`src/rtl/otter_axi_arbiter.sv`:
```
// Two-controller to one-device AXI4-Lite arbiter (AR/R, AW/W) for the OTTER multi-hub.
// Ports: clk/rst, m0_*/m1_* controller channels, s_* device channels, owner, busy.
module otter_axi_arbiter #(
  parameter int ADDR_W = 32,
  parameter int DATA_W = 32
) (
  input  logic              clk,
  input  logic              rst,
  input  logic [ADDR_W-1:0] m0_araddr,
  input  logic              m0_arvalid,
  output logic              m0_arready,
  output logic [DATA_W-1:0] m0_rdata,
  output logic              m0_rvalid,
  input  logic              m0_rready,
  input  logic [ADDR_W-1:0] m0_awaddr,
  input  logic              m0_awvalid,
  output logic              m0_awready,
  input  logic [DATA_W-1:0] m0_wdata,
  input  logic [DATA_W/8-1:0] m0_wstrb,
  input  logic              m0_wvalid,
  output logic              m0_wready,
  input  logic [ADDR_W-1:0] m1_araddr,
  input  logic              m1_arvalid,
  output logic              m1_arready,
  output logic [DATA_W-1:0] m1_rdata,
  output logic              m1_rvalid,
  input  logic              m1_rready,
  input  logic [ADDR_W-1:0] m1_awaddr,
  input  logic              m1_awvalid,
  output logic              m1_awready,
  input  logic [DATA_W-1:0] m1_wdata,
  input  logic [DATA_W/8-1:0] m1_wstrb,
  input  logic              m1_wvalid,
  output logic              m1_wready,
  output logic [ADDR_W-1:0] s_araddr,
  output logic              s_arvalid,
  input  logic              s_arready,
  input  logic [DATA_W-1:0] s_rdata,
  input  logic              s_rvalid,
  output logic              s_rready,
  output logic [ADDR_W-1:0] s_awaddr,
  output logic              s_awvalid,
  input  logic              s_awready,
  output logic [DATA_W-1:0] s_wdata,
  output logic [DATA_W/8-1:0] s_wstrb,
  output logic              s_wvalid,
  input  logic              s_wready,
  output logic              owner,
  output logic              busy
);

  typedef enum logic [1:0] {
    IDLE,
    RD,
    WR
  } state_t;

  state_t state;
  logic   last;
  logic   ar_done;
  logic   aw_done;
  logic   w_done;

  logic o_arvalid;
  logic o_rready;
  logic o_awvalid;
  logic o_wvalid;

  assign o_arvalid = owner ? m1_arvalid : m0_arvalid;
  assign o_rready  = owner ? m1_rready  : m0_rready;
  assign o_awvalid = owner ? m1_awvalid : m0_awvalid;
  assign o_wvalid  = owner ? m1_wvalid  : m0_wvalid;

  // Payloads pass straight through; only valid/ready are gated.
  assign s_araddr = owner ? m1_araddr : m0_araddr;
  assign s_awaddr = owner ? m1_awaddr : m0_awaddr;
  assign s_wdata  = owner ? m1_wdata  : m0_wdata;
  assign s_wstrb  = owner ? m1_wstrb  : m0_wstrb;
  assign m0_rdata = s_rdata;
  assign m1_rdata = s_rdata;

  logic in_rd;
  logic in_wr;

  assign in_rd = (state == RD);
  assign in_wr = (state == WR);

  assign s_arvalid = in_rd & o_arvalid & ~ar_done;
  assign s_rready  = in_rd & o_rready;
  assign s_awvalid = in_wr & o_awvalid & ~aw_done;
  assign s_wvalid  = in_wr & o_wvalid & ~w_done;

  logic arrdy;
  logic rvld;
  logic awrdy;
  logic wrdy;

  assign arrdy = in_rd & s_arready & ~ar_done;
  assign rvld  = in_rd & s_rvalid;
  assign awrdy = in_wr & s_awready & ~aw_done;
  assign wrdy  = in_wr & s_wready & ~w_done;

  assign m0_arready = arrdy & ~owner;
  assign m1_arready = arrdy & owner;
  assign m0_rvalid  = rvld & ~owner;
  assign m1_rvalid  = rvld & owner;
  assign m0_awready = awrdy & ~owner;
  assign m1_awready = awrdy & owner;
  assign m0_wready  = wrdy & ~owner;
  assign m1_wready  = wrdy & owner;

  logic ar_hs;
  logic r_hs;
  logic aw_hs;
  logic w_hs;
  logic rd_fin;
  logic wr_fin;

  assign ar_hs  = s_arvalid & s_arready;
  assign r_hs   = s_rvalid & s_rready;
  assign aw_hs  = s_awvalid & s_awready;
  assign w_hs   = s_wvalid & s_wready;
  assign rd_fin = r_hs & (ar_done | ar_hs);
  assign wr_fin = in_wr & (aw_done | aw_hs) & (w_done | w_hs);

  logic req0;
  logic req1;
  logic gnt;
  logic g_rd;

  assign req0 = m0_arvalid | m0_awvalid;
  assign req1 = m1_arvalid | m1_awvalid;
  // A tie goes to whoever did not finish last.
  assign gnt  = (req0 & req1) ? ~last : req1;
  assign g_rd = gnt ? m1_arvalid : m0_arvalid;

  always_ff @(posedge clk) begin
    if (rst) begin
      state   <= IDLE;
      owner   <= 1'b0;
      last    <= 1'b1;
      ar_done <= 1'b0;
      aw_done <= 1'b0;
      w_done  <= 1'b0;
    end else begin
      unique case (state)
        IDLE: begin
          if (req0 | req1) begin
            owner <= gnt;
            state <= g_rd ? RD : WR;
          end
        end
        RD: begin
          if (ar_hs) ar_done <= 1'b1;
          if (rd_fin) begin
            state   <= IDLE;
            last    <= owner;
            ar_done <= 1'b0;
          end
        end
        WR: begin
          if (aw_hs) aw_done <= 1'b1;
          if (w_hs) w_done <= 1'b1;
          if (wr_fin) begin
            state   <= IDLE;
            last    <= owner;
            aw_done <= 1'b0;
            w_done  <= 1'b0;
          end
        end
        default: state <= IDLE;
      endcase
    end
  end

  assign busy = (state != IDLE);

endmodule

```
`config.mk`:
```
export PLATFORM = sky130hd
export DESIGN_NAME = otter_axi_arbiter
export DESIGN_NICKNAME = d
export VERILOG_FILES = /design/src/rtl/otter_axi_arbiter.sv
export SDC_FILE = /design/constraint.sdc
export NUM_CORES = 1
export LEC_CHECK = 0
export CORE_AREA = 3 3 164 166
export CTS_CLUSTER_DIAMETER = 200
export DETAILED_ROUTE_END_ITERATION = 16
export DIE_AREA = 0 0 167 169
export DONT_BUFFER_PORTS = 1
export GPL_ROUTABILITY_DRIVEN = 0
export PLACE_DENSITY = 0.3
export SLEW_MARGIN = 5
export SYNTH_ARGS = -nofsm -noshare
export SYNTH_HDL_FRONTEND = slang
export SYNTH_SLANG_ARGS = --single-unit
```
`constraint.sdc`:
```
create_clock -name clk -period 1.6 [get_ports clk]
set_input_delay 0.08 -clock clk [delete_from_list [all_inputs] [get_ports clk]]
set_output_delay 0.08 -clock clk [all_outputs]
set_load 0.005 [all_outputs]
```
-- Word level (Yosys, flattened, before mapping)
Index checks and enable logic that the tools add are counted.
- flip-flop bits (word level): 7
- input port bits: 246
- output and inout bits: 178
- word-level logic and storage cells: 88
- eq/ne operators: 5
- multiplexer cells: 24
- bitwise operators: 41
- reduce and logical (&&, ||, !) cells: 12
- operator list (kind ; number):
    two-way mux 32 bit ; 3
    AND 1 bit ; 30
    two-way mux 1 bit ; 14
    nonzero test 2 bit ; 5
    two-way mux 2 bit ; 4
    AND reduction 2 bit ; 4
    bitwise OR 1 bit ; 6
    one-hot mux 2 bit (3 select lines) ; 1
    AND reduction 3 bit ; 2
    inverter 1 bit ; 5
    two-way mux 4 bit ; 1
    != test 2 x 1 -> 1 bit, second input constant ; 2
    equality test 2 x 1 -> 1 bit, second input constant ; 1
    equality test 2 bit, second input constant ; 1
    zero test 2 bit ; 1
    != test 2 bit, second input constant ; 1
    one-hot mux 1 bit (2 select lines) ; 1

-- Longest topological paths before layout
Gate-level depths: netlist of run 1.
- word-level depth: 9
- gate-level depth with buffers: 5
- mapped depth without buffers: 4

-- Worst setup path after synthesis of run 1
Ideal clock, no wire load.
- path type: register to register
- start point: register owner
- end point: register last
- library setup time: 0.072 ns
- data arrival time: 1.298 ns
- data required time: 1.528 ns
- path slack: 0.230 ns
- stages on the path, launching flop included: 6
- buffers on the path: 1
- period minus slack after synthesis: 1.370 ns
- cell sequence: dfxtp_1 -> buf_6 -> mux2_4 -> a31oi_2 -> o32a_1 -> mux2i_1
- word-level cells in the longest chain between the ends: 9
- elaborated cells between the ends (all ways): 27
- classes of those cells: 2 x eq/ne; 7 x mux; 17 x bitwise; 1 x reduce/logical
- ends and longest elaborated chain (element ; RTL line ; source):
    start, declared ; 48 ; output logic owner,
    start signal, assigned ; 149 ; owner <= gnt;
    two-way mux 1 bit ; 71 ; assign o_awvalid = owner ? m1_awvalid : m0_awvalid;
    AND 1 bit (2 in a row) ; 90 ; assign s_awvalid = in_wr & o_awvalid & ~aw_done;
    AND 1 bit ; 121 ; assign aw_hs = s_awvalid & s_awready;
    bitwise OR 1 bit ; 124 ; assign wr_fin = in_wr & (aw_done | aw_hs) & (w_done | w_hs);
    AND 1 bit (2 in a row) ; 124 ;
    != test 2 x 1 -> 1 bit (no source line) ; - ;
    AND reduction 3 bit (no source line) ; - ;
    end signal, assigned ; 157 ; last <= owner;
    end signal, assigned ; 166 ; last <= owner;
    end, declared ; 59 ; logic last;
Parallel ways exist; a longest one is shown, timed or not. The select of a mux whose other input is x is not followed.
A chain may end at the register's enable or synchronous reset.

-- Worst setup path in the final report of run 1
Ends and elaborated chain as after synthesis.

==> reports/results.txt, run 1 <==
total congestion overflow after global routing: 0
gr usage total: 0.09534
element type at the critical path end: register
Highest Clock Rate: 0.6667 GHz
clock-pin transition on the worst setup and hold timing paths: 0.04 ns
number of buffer cells added on primary ports: 0
top library cells by usage in the layout, fill and taps aside: sky130_fd_sc_hd__mux2_2 (101), sky130_fd_sc_hd__nor2_1 (19), sky130_fd_sc_hd__nand2_1 (6), sky130_fd_sc_hd__dfxtp_1 (6)
max-capacitance violation count: 0
RSZ-0062 raised after global routing: no
level count of the clock H-tree: 1
deepest clock path buffer count: 2
DRT iter0 DRCs: 37
Antenna Violating Nets Remaining: 0
Worst Setup Slack, final: 0.1001 ns
endpoint of the most critical register-to-register path: last$_SDFFE_PP1P_
minimum period implied by the final worst setup slack: 1.500 ns
Total Power: 1.257 mW
CTS tree: built
skew final: 0.002068 ns
startpoint of the lowest-slack register-to-register path: owner$_SDFFE_PP0P_
Die X-Extent: 167 µm
arrival time at the worst endpoint: 1.66 ns
die outline height: 169 µm
DP Cell Count: 506
IO Count: 424
Worst EP required: 1.76 ns
antenna violations before repair: 25
synthesized cell area: 2183 µm²
Final setup violation count: 0
vias in the first global route: 1710
largest net degree at the start of global routing: 48
path type of the worst setup path: reg -> reg
hold path startpoint: rst
DRC violation count after routing: 0
number of hold violations in the final report: 0
transition at the pin with the smallest max-transition slack: 0.2423 ns
Post-Layout Cell Count: 523
synthesis-to-layout area growth: 3.782%
Max Transition Viols Final: 0
proportion of synthesized chip area in sequential cells: 0.06418
synthesized area per cell: 8.839 µm²
number of standard-cell rows in the floorplan: 59
outcome: completed
share of cells above drive strength 1: 0.6536
Post-Place Setup Slack: 0.1085 ns
Leakage: 0.6607 nW
via count: 1690
post-DP HPWL: 13790 µm
Synthesis Warnings: 0
fill count: 2971
wire length of the first global-routing pass: 17880 µm
areal power density over the cells: 554.7 nW/µm²
depth of the worst register-to-register path: 5
synthesized flop and latch total: 7
flop-to-flop setup slack: 0.10 ns
1st-pass router iterations: 4
clock insertion delay at the later pin of the skew report: 0.23 ns
most frequent standard cell in the layout excluding fill and tap cells: sky130_fd_sc_hd__mux2_2
starting density of the core: 0.08475
TritonCTS sink count: 7
wire length after detailed routing: 15040 µm
count of unique library cells instantiated by Yosys: 25
critical path launch point: owner$_SDFFE_PP0P_
setup_tns: 0 ns
worst hold-check path type: in -> reg
peak supply drop: 571.6 µV
largest fanout on the critical path: 14
Final Cycle Share: 0.9374
CTS Buf Count: 3
number of nets in the finished design: 426
die outline area: 28220 µm²
tightest slew margin relative to the limit: 0.8339
average via count per standard cell: 3.231
endpoint of the worst setup timing path: last$_SDFFE_PP1P_
core footprint: 25760 µm²
WL/cell: 28.75 µm
buffer cell driving the clock tree root: sky130_fd_sc_hd__clkbuf_16
kind of start point of the critical path: register
cells after synthesis: 247
synthesized netlist net count: 493
## Yosys cell counts
| library cell | count | area (µm²) |
|---|---|---|
| sky130_fd_sc_hd__nand2b_1 | 3 | 18.77 |
| sky130_fd_sc_hd__and2_1 | 3 | 18.77 |
| sky130_fd_sc_hd__buf_6 | 1 | 11.26 |
| sky130_fd_sc_hd__nor2b_1 | 2 | 12.51 |
| sky130_fd_sc_hd__a21oi_2 | 2 | 17.52 |
| sky130_fd_sc_hd__buf_4 | 64 | 480.5 |
| sky130_fd_sc_hd__o21ai_0 | 4 | 20.02 |
| sky130_fd_sc_hd__clkbuf_1 | 1 | 3.750 |
| sky130_fd_sc_hd__mux2_4 | 2 | 30.03 |
| sky130_fd_sc_hd__nor3_1 | 3 | 15.01 |
| sky130_fd_sc_hd__a31oi_1 | 2 | 12.51 |
| sky130_fd_sc_hd__mux2i_1 | 2 | 20.02 |
| sky130_fd_sc_hd__o221a_2 | 1 | 11.26 |
| sky130_fd_sc_hd__dfxtp_1 | 7 | 140.1 |
| sky130_fd_sc_hd__buf_1 | 1 | 3.750 |
| sky130_fd_sc_hd__and3_1 | 4 | 25.02 |
| sky130_fd_sc_hd__or2_2 | 1 | 6.260 |
| sky130_fd_sc_hd__nand3b_1 | 1 | 7.510 |
| sky130_fd_sc_hd__mux2_2 | 101 | 1137 |
| sky130_fd_sc_hd__o32a_1 | 1 | 10.01 |
| sky130_fd_sc_hd__nand2_1 | 6 | 22.52 |
| sky130_fd_sc_hd__a31oi_2 | 1 | 12.51 |
| sky130_fd_sc_hd__a21oi_1 | 4 | 20.02 |
| sky130_fd_sc_hd__buf_2 | 11 | 55.05 |
| sky130_fd_sc_hd__nor2_1 | 19 | 71.32 |
## state kept, by name (all words and copies together) (netlist names)
| signal | flops |
|---|---|
| ar_done | 1 |
| aw_done | 1 |
| last | 1 |
| owner | 1 |
| state | 2 |
| w_done | 1 |
## kinds of logic after synthesis
family | after synthesis | synth area share
buffers and inverters | 78 | 0.2539
AND/OR/NAND/NOR | 42 | 0.09054
flip-flops | 7 | 0.06418
multiplexers | 105 | 0.5438
AO/OA/AOI/OAI | 15 | 0.04756
## worst min-delay path by stage
stage	end	slack, ns	cells past startpoint
global route	last$_SDFFE_PP1P_	0.03	2
CTS	last$_SDFFE_PP1P_	0.01	2
detailed placement	state[1]$_SDFFE_PP0P_	0.15	1
floorplan	m0_arready	0.23	2
finish	last$_SDFFE_PP1P_	0.01	2
global placement	state[1]$_SDFFE_PP0P_	0.15	1
## metal layers
metal	up-vias	wire length [µm]	share of wire	track usage
met4	30	164	0.011	0.02080
met3	46	2309	0.15	0.07076
met5	-	192	0.013	0
met1	717	4411	0.29	0.08619
met2	218	7957	0.53	0.1719
li1	679	-	-	-
## layout make-up
type | count | area [µm²] | area share
Clock buffer | 4 | 78.83 | 0.03479
Sequential cell | 7 | 143.9 | 0.06350
Antenna cell | 9 | 22.52 | 0.009939
Multi-Input combinational cell | 162 | 1489 | 0.6571
Tap cell | 335 | 419.2 | 0.1850
Timing Repair Buffer | 6 | 112.6 | 0.04970
## per-stage QoR
step                      cell area (µm²)  hold WS, ns  utilization
after detailed placement             2079       0.1539      0.08071
after global placement               2079       0.1529      0.08071
after CTS                            2203      0.01425      0.08552
after floorplan                      2183       0.2337            -
final                                2266      0.01480      0.08795
after global routing                 2266      0.03362      0.08795
## critical path, stage by stage (launching register included)
cell and delay [ns]:
sky130_fd_sc_hd__dfxtp_4 0.36, sky130_fd_sc_hd__buf_12 0.13, sky130_fd_sc_hd__mux2_4 0.31, sky130_fd_sc_hd__a31oi_2 0.26, sky130_fd_sc_hd__o32a_1 0.20, sky130_fd_sc_hd__mux2i_1 0.17
## what timing repair did
item | in CTS | in global routing
endpoints found under the setup margin | 90 | 43
setup buffers | 0 | 2
gates resized for setup | 2 | 0
gates cloned | 1 | 0
hold buffers | 1 | 0
hold endpoints to repair | 5 | 0
## power by group
group / internal (mW) / total [mW] / switching, mW / leakage, nW
Combinational: 0.291 / 0.631 / 0.339 / 0.565
Sequential: 0.187 / 0.201 / 0.0143 / 0.0579
Clock: 0.332 / 0.425 / 0.0938 / 0.0382
Total: 0.809 / 1.26 / 0.448 / 0.661
Power figures use the tool's default switching activity.
==> run 2, diff against run 1 <==
- MAX_ROUTING_LAYER: unset -> met4
==> run 2 against run 1 <==
  * Maximum frequency shrank 0.13%
  * Sequential cell count is the same
  * Utilization grew 0.16 points
  * Clock skew is essentially flat
  * Routed wire length is essentially flat
==> reports/results.txt, run 2 (synthesis results as in run 1) <==
DRC violation count after routing: 0
total congestion overflow after global routing: 0
average via count per standard cell: 3.099
Highest Clock Rate: 0.6659 GHz
kind of start point of the critical path: register
Antenna Violating Nets Remaining: 0
number of standard-cell rows in the floorplan: 59
transition at the pin with the smallest max-transition slack: 0.2915 ns
post-DP HPWL: 13790 µm
largest net degree at the start of global routing: 48
wire length of the first global-routing pass: 17870 µm
arrival time at the worst endpoint: 1.66 ns
CTS tree: built
Die X-Extent: 167 µm
setup_tns: 0 ns
number of nets in the finished design: 427
wire length after detailed routing: 15050 µm
Layout Cell Area excl Fill: 2306 µm²
worst hold-check path type: in -> reg
number of buffer and inverter stages on the critical path: 1
most frequent standard cell in the layout excluding fill and tap cells: sky130_fd_sc_hd__mux2_2
level count of the clock H-tree: 1
Post-Place Setup Slack: 0.1085 ns
kind of cell adding the most delay to the critical path: multiplexers
outcome: completed
hold path startpoint: rst
skew final: 0.002444 ns
minimum period implied by the final worst setup slack: 1.502 ns
Cell Area, Placed: 2079 µm²
number of hold violations in the final report: 0
clock insertion delay at the later pin of the skew report: 0.23 ns
path type of the worst setup path: reg -> reg
core footprint: 25760 µm²
register name with the most flops: state
via count: 1664
starting density of the core: 0.08475
synthesis-to-layout area growth: 5.616%
vias in the first global route: 1709
TritonCTS sink count: 7
gr usage total: 0.09815
buffer cell driving the clock tree root: sky130_fd_sc_hd__clkbuf_16
peak supply drop: 568.4 µV
Worst EP required: 1.76 ns
number of buffer cells added on primary ports: 0
top library cells by usage in the layout, fill and taps aside: sky130_fd_sc_hd__mux2_2 (101), sky130_fd_sc_hd__nor2_1 (19), sky130_fd_sc_hd__nand2_1 (6), sky130_fd_sc_hd__dfxtp_1 (6)
deepest clock path buffer count: 2
antenna violations before repair: 26
largest fanout on the critical path: 13
DRT iter0 DRCs: 50
max-capacitance violation count: 0
share of cells above drive strength 1: 0.6556
WL/cell: 28.02 µm
areal power density over the cells: 546.2 nW/µm²
Leakage: 0.6662 nW
Final setup violation count: 0
CP max stage delay: 0.36 ns
Worst Setup Slack, final: 0.09827 ns
Largest register FFs: 2
die outline height: 169 µm
RSZ-0062 raised after global routing: no
die outline area: 28220 µm²
critical path launch point: owner$_SDFFE_PP0P_
element type at the critical path end: register
1st-pass router iterations: 4
sequence of cells on the critical path: buf_12, mux2_4, a31oi_2, o32a_1, mux2i_1
Final Cycle Share: 0.9386
IO Count: 424
CTS Buf Count: 3
startpoint of the lowest-slack register-to-register path: owner$_SDFFE_PP0P_
Max Transition Viols Final: 0
tightest slew margin relative to the limit: 0.8053
slowest library cell on the worst path: sky130_fd_sc_hd__dfxtp_4
clock-pin transition on the worst setup and hold timing paths: 0.04 ns
[run 2: power by group]
part / total [mW] / switching [mW] / leakage (nW) / internal (mW)
clock network: 0.426 / 0.0945 / 0.0383 / 0.332
logic: 0.633 / 0.339 / 0.570 / 0.293
registers: 0.201 / 0.0143 / 0.0579 / 0.187
total: 1.26 / 0.448 / 0.666 / 0.811
[run 2: stage by stage]
step	instances	hold slack, ns	power, mW	utilization
after floorplan	247	0.2337	0.7703	-
after global placement	506	0.1529	0.8148	0.08071
after detailed placement	506	0.1539	0.8234	0.08071
after CTS	512	0.01425	1.278	0.08552
after global routing	537	0.03354	1.329	0.08951
final	537	0.01645	1.260	0.08951
[run 2: repair_timing]
| action | in CTS | in global routing |
|---|---|---|
| setup buffers | 0 | 3 |
| cloned | 1 | 0 |
| resized for setup | 2 | 0 |
| hold endpoints to repair | 5 | 0 |
| endpoints found under the setup margin | 90 | 44 |
| pin swaps | 0 | 0 |
| hold buffers | 1 | 0 |
[run 2: worst reg2reg max path: stages (launching register included)]
cell and delay [ns]:
sky130_fd_sc_hd__dfxtp_4 0.36, sky130_fd_sc_hd__buf_12 0.13, sky130_fd_sc_hd__mux2_4 0.31, sky130_fd_sc_hd__a31oi_2 0.26
sky130_fd_sc_hd__o32a_1 0.20, sky130_fd_sc_hd__mux2i_1 0.17
[run 2: final cells by class]
| class | count | area, µm² |
|---|---|---|
| multi-input combinational | 162 | 1489 |
| clock buffer | 4 | 78.83 |
| antenna | 22 | 55.05 |
| sequential | 7 | 143.9 |
| fill | 2964 | 23460 |
| tap | 335 | 419.2 |
| timing repair buffer | 7 | 120.1 |
[run 2: final timing paths]
path	to	slack, ns	cells after the start
max	last$_SDFFE_PP1P_	0.1	5
min	last$_SDFFE_PP1P_	0.02	2
max reg2reg	last$_SDFFE_PP1P_	0.1	5
min reg2reg	last$_SDFFE_PP1P_	0.56	2
[run 2: per-layer routing]
layer / track usage / wire [µm]
met1: 0.08450 / 4493
met2: 0.1721 / 7990
met3: 0.07380 / 2462
met4: 0.02044 / 103
met5: - / 0
==> run 3, diff against run 2 <==
- PLACE_DENSITY: 0.3 -> unset
- RECOVER_POWER: unset -> 25
==> run 3 against run 2 <==
  * Count of clock-buffer cells in the layout did not move
  * Highest routed layer unchanged
  * Via count fell by 0.90%
  * Setup slack got worse by 0.063 ns
  * Register-to-register slack improved by 0.06 ns
==> reports/results.txt, run 3 (synthesis results as in run 1) <==
outcome: completed
number of nets in the finished design: 423
Die X-Extent: 167 µm
vias in the first global route: 1634
clock insertion delay at the later pin of the skew report: 0.23 ns
top library cells by usage in the layout, fill and taps aside: sky130_fd_sc_hd__mux2_2 (101), sky130_fd_sc_hd__nor2_1 (19), sky130_fd_sc_hd__nand2_1 (6), sky130_fd_sc_hd__dfxtp_1 (6)
kind of start point of the critical path: register
antenna violations before repair: 6
transition at the pin with the smallest max-transition slack: 0.3627 ns
peak supply drop: 621.2 µV
post-DP HPWL: 8711 µm
number of buffer cells added on primary ports: 0
IO Count: 424
Largest register FFs: 2
minimum period implied by the final worst setup slack: 1.565 ns
WHS: 0.02541 ns
DRT iter0 DRCs: 43
via count: 1649
Setup Buffers After CTS: 0
max-capacitance violation count: 0
Post-Place Setup Slack: 0.1890 ns
Highest Clock Rate: 0.6390 GHz
DRC violation count after routing: 0
Max Transition Viols Final: 0
WL/cell: 18.63 µm
TritonCTS sink count: 7
synthesis-to-layout area growth: 0.5155%
cell-internal power: 0.7867 mW
most frequent standard cell in the layout excluding fill and tap cells: sky130_fd_sc_hd__mux2_2
fill count: 2973
largest fanout on the critical path: 72
tightest slew margin relative to the limit: 0.7582
Final Cycle Share: 0.9781
register area: 143.9 µm²
clock-pin transition on the worst setup and hold timing paths: 0.04 ns
buffer cell driving the clock tree root: sky130_fd_sc_hd__clkbuf_16
core footprint: 25760 µm²
wire length after detailed routing: 9630 µm
Antenna Violating Nets Remaining: 0
area of combinational cells with multiple inputs: 1489 µm²
number of standard-cell rows in the floorplan: 59
part of the total power dissipated in the clock network: 0.364
level count of the clock H-tree: 1
areal power density over the cells: 537.7 nW/µm²
deepest clock path buffer count: 2
Worst EP required: 1.52 ns
switching fraction of total power: 0.3334
arrival time at the worst endpoint: 1.49 ns
die outline height: 169 µm
utilization after layout: 0.08518
share of cells above drive strength 1: 0.6477
1st-pass router iterations: 4
Seq pwr share: 0.173
average via count per standard cell: 3.190
number of hold violations in the final report: 0
CTS tree: built
DP Cell Count: 506
Worst Setup Slack, final: 0.03497 ns
gr usage total: 0.05841
Post-Layout Cell Count: 517
CTS Buf Count: 3
path type of the worst setup path: reg -> out
register name with the most flops: state
starting density of the core: 0.08475
net switching component of the power: 0.3934 mW
Leakage: 0.6333 nW
worst hold-check path type: in -> reg
element type at the critical path end: output port
Final setup violation count: 0
Logic pwr share: 0.463
skew final: 0.002002 ns
largest net degree at the start of global routing: 73
die outline area: 28220 µm²
wire length of the first global-routing pass: 11430 µm
total congestion overflow after global routing: 0
## run 3: worst max-delay path, cell delays in order, from the launching register on
cell,delay (ns)
sky130_fd_sc_hd__dfxtp_4,0.42
sky130_fd_sc_hd__buf_16,0.27
sky130_fd_sc_hd__mux2_2,0.46
## run 3: cell type report
class,count,share of cell area
multi-input combinational,162,0.6785
antenna,6,0.006842
sequential,7,0.06556
tap,335,0.1910
timing repair buffer,3,0.02223
clock buffer,4,0.03592
## run 3: repair_timing
| item | CTS | global route |
|---|---|---|
| hold buffers | 1 | 0 |
| hold endpoints to repair | 5 | 0 |
| resized for setup | 1 | 1 |
| endpoints found under the setup margin | 8 | 1 |
## run 3: power groups by stage
stage / Combinational, mW / Sequential [mW] / Clock [mW]
global placement: 0.543 / 0.205 / 0
global route: 0.588 / 0.207 / 0.449
finish: 0.547 / 0.204 / 0.429
CTS: 0.552 / 0.203 / 0.434
detailed placement: 0.542 / 0.205 / 0
floorplan: 0.572 / 0.199 / 0
## run 3: final timing paths
kind                                     startpoint                    end  slack, ns  depth (start not counted)
worst min-delay path                            rst  state[0]$_SDFFE_PP0P_       0.03                          2
worst max register to register   owner$_SDFFE_PP0P_      last$_SDFFE_PP1P_       0.16                          4
worst min register to register  w_done$_SDFFE_PP0P_    w_done$_SDFFE_PP0P_       0.58                          2
worst max-delay path             owner$_SDFFE_PP0P_            s_araddr[7]       0.03                          2
## run 3: through the flow
stage / power (mW) / TNS (ns) / instance area [µm²]
after floorplan: 0.7703 / 0 / 2183
after global placement: 0.7478 / 0 / 2079
after detailed placement: 0.7476 / 0 / 2079
after CTS: 1.189 / 0 / 2172
after global routing: 1.244 / -0.0007533 / 2195
final: 1.180 / 0 / 2195
## run 3: per-layer routing
layer	vias to the layer above	routed length [µm]	track usage
met4	0	97	0.01435
met2	237	4195	0.08099
met5	-	0	-
met1	731	3915	0.07465
met3	10	1422	0.03036
li1	671	-	-
